===== src/rtl/led_switch_io.sv =====
`default_nettype none
// ============================================================================
// Module   : led_switch_io
// Brief    : 24-LED output register and 24-switch debounced input port,
//            read/written as 16-bit half-words behind the IO decoder.
// Revision : 1.0  initial release
// ============================================================================
module led_switch_io #(
  parameter int unsigned DEBOUNCE_CYCLES = 20'd1000000
) (
  input  logic        clock,
  input  logic        reset,
  input  logic        ioRead,
  input  logic        ioWrite,
  input  logic        LEDCtrl,
  input  logic        SwitchCtrl,
  input  logic [1:0]  addr_low,
  input  logic [15:0] write_data,
  input  logic [23:0] switch_in,
  output logic [23:0] led_out,
  output logic [15:0] io_rdata
);

  localparam int unsigned      CW      = $clog2(DEBOUNCE_CYCLES) + 1;
  localparam logic [CW-1:0]    CNT_MAX = CW'(DEBOUNCE_CYCLES - 1);

  logic [23:0]   sync1;
  logic [23:0]   sync2;
  logic [23:0]   candidate;
  logic [23:0]   sw_db;
  logic [CW-1:0] cnt;

  // Only half-word granularity is decoded; the byte-select bit has no role.
  logic unused_addr_bit0;
  assign unused_addr_bit0 = addr_low[0];

  always_ff @(posedge clock or posedge reset) begin
    if (reset) begin
      led_out <= '0;
    end else if (ioWrite && LEDCtrl) begin
      if (addr_low[1]) begin
        led_out[23:16] <= write_data[7:0];
      end else begin
        led_out[15:0]  <= write_data;
      end
    end
  end

  // Two-flop synchroniser followed by a stability counter: a new pattern must
  // sit unchanged on sync2 for DEBOUNCE_CYCLES cycles before it commits.
  always_ff @(posedge clock or posedge reset) begin
    if (reset) begin
      sync1     <= '0;
      sync2     <= '0;
      candidate <= '0;
      cnt       <= '0;
      sw_db     <= '0;
    end else begin
      sync1 <= switch_in;
      sync2 <= sync1;
      if (sync2 != candidate) begin
        candidate <= sync2;
        cnt       <= '0;
      end else if (cnt == CNT_MAX) begin
        sw_db <= candidate;
      end else begin
        cnt <= cnt + CW'(1);
      end
    end
  end

  // Switch select takes priority should both chip selects ever be asserted.
  always_comb begin
    io_rdata = 16'h0000;
    if (ioRead && SwitchCtrl) begin
      io_rdata = addr_low[1] ? {8'h00, sw_db[23:16]} : sw_db[15:0];
    end else if (ioRead && LEDCtrl) begin
      io_rdata = addr_low[1] ? {8'h00, led_out[23:16]} : led_out[15:0];
    end
  end

endmodule
`default_nettype wire

===== config.mk =====
export PLATFORM = sky130hd
export DESIGN_NAME = led_switch_io
export DESIGN_NICKNAME = d
export VERILOG_FILES = /design/src/rtl/led_switch_io.sv
export SDC_FILE = /design/constraint.sdc
export NUM_CORES = 1
export LEC_CHECK = 0
export ABC_AREA = 1
export CAP_MARGIN = 5
export CORE_MARGIN = 2
export CORE_UTILIZATION = 54
export CTS_BUF_LIST = sky130_fd_sc_hd__clkbuf_16
export DETAILED_ROUTE_END_ITERATION = 10
export GPL_TIMING_DRIVEN = 0
export PLACE_DENSITY = 0.8
export SLEW_MARGIN = 0
export SYNTH_ARGS = -nofsm -noshare
export SYNTH_HDL_FRONTEND = slang
export SYNTH_SLANG_ARGS = --single-unit

===== constraint.sdc =====
create_clock -name clock -period 4.8 [get_ports clock]
set_input_delay 0.48 -clock clock [delete_from_list [all_inputs] [get_ports clock]]
set_output_delay 0.48 -clock clock [all_outputs]
set_load 0.05 [all_outputs]

# Word-level counts from Yosys, hierarchy flattened
# Index checks and enable logic that the tools add are counted.
# Widths: inputs -> output; s select.
[word_totals]
out_inout_bits = 40
in_bits = 48
regBits = 141
word_cells = 25
[classes]
n_addsub = 1
bitwise = 2
n_reduce_logical = 6
n_eq_ne = 3
muxes = 6
[ops]
columns = ["operator", "count"]
rows = [
  ["$mux 16", 4],
  ["$mux 21", 2],
  ["$ne 24x24->1", 1],
  ["$add 21x1->21 const B", 1],
  ["$eq 21x20->1 const B", 1],
  ["$reduce_and 2->1", 3],
  ["$logic_and 1x1->1", 3],
  ["$ne 2x2->1 const B", 1],
  ["$not 1->1", 2],
]

# Depth between registers and ports, before layout
[depth]
word_depth = 3
depth_mapped = 11
mapped_depth_nobuf = 10

# Worst setup path after synthesis
# No wires, ideal clock.
[synth_timing]
path_type = "input -> output"
from = "input port ioRead"
to = "output port io_rdata[0]"
slack_ps = 2119
required_ps = 4320
path_buffers = 1
cell_stages = 3
arrival_time_ps = 2201
path_cell_list = "clkbuf_1 nand2_1 o32ai_1"
[synth_via]
elab_chain_len = 3
word_cells_on_any_way = 4
classes_between = "2 x mux; 2 x reduce/logical"
[synth_lines]
columns = ["item", "line_no", "text"]
rows = [
  ["from (decl)", "13", "input logic ioRead,"],
  ["$logic_and 1x1->1", "77", "end else if (ioRead && LEDCtrl) begin"],
  ["$mux 16", "77", ""],
  ["$mux 16 (*)", "75", "if (ioRead && SwitchCtrl) begin"],
  ["to (decl)", "21", "output logic [15:0] io_rdata"],
]
# Every way passes the cells marked *; elsewhere a longest branch is shown, timed or not.

# Final worst setup path
[layout_timing]
from = "input port LEDCtrl"
to = "output port io_rdata[6]"
[layout_via]
elab_chain_len = 3
[layout_lines]
columns = ["item", "line_no", "text"]
rows = [
  ["from (decl)", "15", "input logic LEDCtrl,"],
  ["$logic_and 1x1->1", "77", ""],
  ["$mux 16", "77", ""],
  ["$mux 16", "75", ""],
]
# Every way passes these cells.

==> results_dict.tcl <==
set metrics [dict create \
    p_int_w 0.00220 \
    final_cells 835 \
    synthCells 583 \
    timing.rr.end "sw_db[1]" \
    finalClockSkew_ns 0.00717 \
    post_cts_resized 0 \
    coreArea_mm2 0.0104 \
    ios 88 \
    yosysWarningCount 0 \
    cts.clk_slew.worst_paths_ns 0.06 \
    worstHoldEndpoint "sync2[23]" \
    avgSynthCellArea_um2 10.0 \
    viasPerCell 5.29 \
    switchingPower_w 0.000853 \
    post_cts_buffers 0 \
    layout-drive-gt1-share_pct 13.0 \
    ff2ff_path_depth 8 \
    setup-violations-final 0 \
    reg2reg_from "cnt[0]" \
    dpl.hpwl_um 8530 \
    stdcell_area_mm2 0.00750 \
    seq_area_frac_synth_pct 60.4 \
    dr.first_iter.drc_count 307 \
    end_kind "output pin" \
    cellLeakagePower_nw 3.37 \
    comb_power_share_pct 12.8 \
    min_period_over_period_pct 65.5 \
    dp.cells 803 \
    gp_congestion 0.838 \
    rrSetupSlack_ns 3.03 \
    worstHoldStart "sync1[23]" \
    htree_levels 4 \
    status "finished clean" \
    dr.pass1.iters 5 \
    hold_depth 0 \
    core.rowCount 37 \
    max_stage_delay_ns 0.87 \
    crit_path_frequent_cell "clkdlybuf4s50_1" \
    cts-root-buf "clkbuf_16" \
    max_slew_margin_pct 61.2 \
    hold_class "reg -> reg" \
    nFillCells 726 \
    finalHoldViolations 0 \
    drtAntennaViolNets 0 \
    switching_share_pct 27.9 \
    clock_latency_ns 0.42 \
    wl_per_cell_um 14.5 \
    num_vias 4421 \
    antenna_found_initial 0 \
    drv_slew 0 \
    power_w 0.00305 \
    max-cap-violations 0 \
    start_util_pct 56.1 \
    port_buffers 83 \
    seqPwrFrac_pct 42.7 \
    dieArea_mm2 0.0117 \
    routed_wl_um 12100 \
    cts_sinks 141 \
    drc_errors 0 \
    criticalPathCategory "in -> out" \
    diodes 0 \
    slowest_stage "clkdlybuf4s50_1" \
    die_x_um 108 \
    numCtsBuffers 17 \
    cp.required_ns 4.32 \
    final_common_cell "dfrtp_1" \
    synth_fp_nets 632 \
    min_period_ns 3.15 \
    max_clock_freq_mhz 318 \
    die_h_um 108 \
    clkPwrFrac_pct 44.5 \
    grt_overflow 0 \
    grt_max_degree 82 \
    rsz0062_at_grt "false" \
    post_synth_num_cell_types 37 \
    worst-path-max-fanout 10 \
    grt_pass1_vias 4318 \
    cts_tree "built" \
    ir_worst_vdd_mv 0.331 \
    setup.worst_path.start_class "input port" \
    worstPathArrival_ns 2.67 \
    ctsLongestPathBuffers 2 \
    syn_to_final_growth_pct 28.3 \
    track_usage_pct 22.6 \
    synth_area_mm2 0.00584 \
    grt_pass1_wl_um 20300 \
    post_dp_cell_area_mm2 0.00688 \
    tightestPinTransition_ns 0.582 \
    p_per_area_mw_per_mm2 407 \
    finish.net_count 735 \
    ctsHoldBuffers 0 \
    final_cell_mix "dfrtp_1 (141), nand2_1 (124), clkdlybuf4s50_1 (83)" \
    ys_seq_elements 141 \
    crit_chain "clkdlybuf4s50_1 > buf_2 > nand3_1 > o32ai_1 > clkdlybuf4s50_1" \
]
cell families (layout without fill, tap and decap cells):
family | count (synthesis) | count (layout) | share of synthesized area (%)
multiplexers | 16 | 16 | 2.91
AO/OA/AOI/OAI | 46 | 46 | 4.58
adder cells (fa/ha/maj) | 1 | 1 | 0.214
XOR/XNOR | 18 | 18 | 2.70
buffers and inverters | 92 | 208 | 6.62
AND/OR/NAND/NOR | 269 | 269 | 22.6
flip-flops | 141 | 141 | 60.4
metrics by stage:
| step | utilization (%) | worst slack (ns) | TNS [ns] | hold WS [ns] |
|---|---|---|---|---|
| floorplan | - | 0.539 | 0 | 0.331 |
| global placement | 65.7 | -1.03 | -144.76 | 0.332 |
| detailed placement | 66.0 | 1.68 | 0 | 0.335 |
| CTS | 72.0 | 1.67 | 0 | 0.351 |
| global route | 72.0 | 1.59 | 0 | 0.352 |
| finish | 72.0 | 1.65 | 0 | 0.349 |
per-layer routing:
layer  GRT usage, %  part of all wire [%]  up-vias
li1               -                     -     2110
met1           29.2                    43     2123
met2           36.8                    49      170
met3           5.06                   6.9       18
met4           10.3                   1.5        0
met5              0                     0        -
critical path, delay by kind of cell:
| family | cells | cell delay [ns] |
|---|---|---|
| buf+inv | 3 | 1.60 |
| simple gates | 1 | 0.31 |
| compound gates | 1 | 0.27 |
synthesized netlist by cell type, drive strengths merged:
cell type	number	area, um2
buf	16	98.8
o21ai	17	85.1
inv	45	169
ha	1	12.5
dfrtp	141	3530
a31oi	2	12.5
mux2	8	90.1
or2	2	12.5
nand3	31	195
nor3	15	135
o32ai	8	70.1
a21oi	17	85.1
nand2	125	477
nor2	53	224
clkbuf	28	105
nand3b	1	7.51
nand4	39	244
mux2i	8	80.1
clkinv	3	13.8
and3	2	12.5
xor2	4	35.0
xnor2	14	123
nor3b	1	12.5
o211ai	2	15.0
power groups by stage:
stage / sequential [W] / clock (W) / combinational, W
floorplan: 0.00143 / 0 / 0.000124
global placement: 0.00132 / 0 / 0.000381
detailed placement: 0.00132 / 0 / 0.000392
CTS: 0.00130 / 0.00138 / 0.000394
global route: 0.00131 / 0.00144 / 0.000416
finish: 0.00130 / 0.00136 / 0.000390
cell type report:
type                       instances  area (um2)  share of cell area, %
buffer                            44         204                   2.72
clock buffer                      17         425                   5.67
clock inverter                    15         195                   2.60
inverter                          48         188                   2.50
multi-input combinational        350        1930                   25.7
sequential                       141        3530                   47.1
tap                              136         170                   2.27
timing repair buffer              84         858                   11.4
how the worst max path moves through the flow:
stage / start / endpoint / slack, ns / cells after the start
after global routing: LEDCtrl / io_rdata[5] / 1.59 / 5
after global placement: reset / led_out[0] / -1.03 / 2
after floorplan: reset / candidate[0] / 0.54 / 1
after detailed placement: LEDCtrl / io_rdata[3] / 1.68 / 5
final: LEDCtrl / io_rdata[6] / 1.65 / 5
after CTS: LEDCtrl / io_rdata[3] / 1.67 / 5
registers in the layout (all words and copies together), names as in the netlist:
| name | count |
|---|---|
| led_out | 24 |
| sync1 | 24 |
| candidate | 24 |
| sync2 | 24 |
| sw_db | 24 |
| cnt | 21 |
Power figures use the tool's default switching activity.
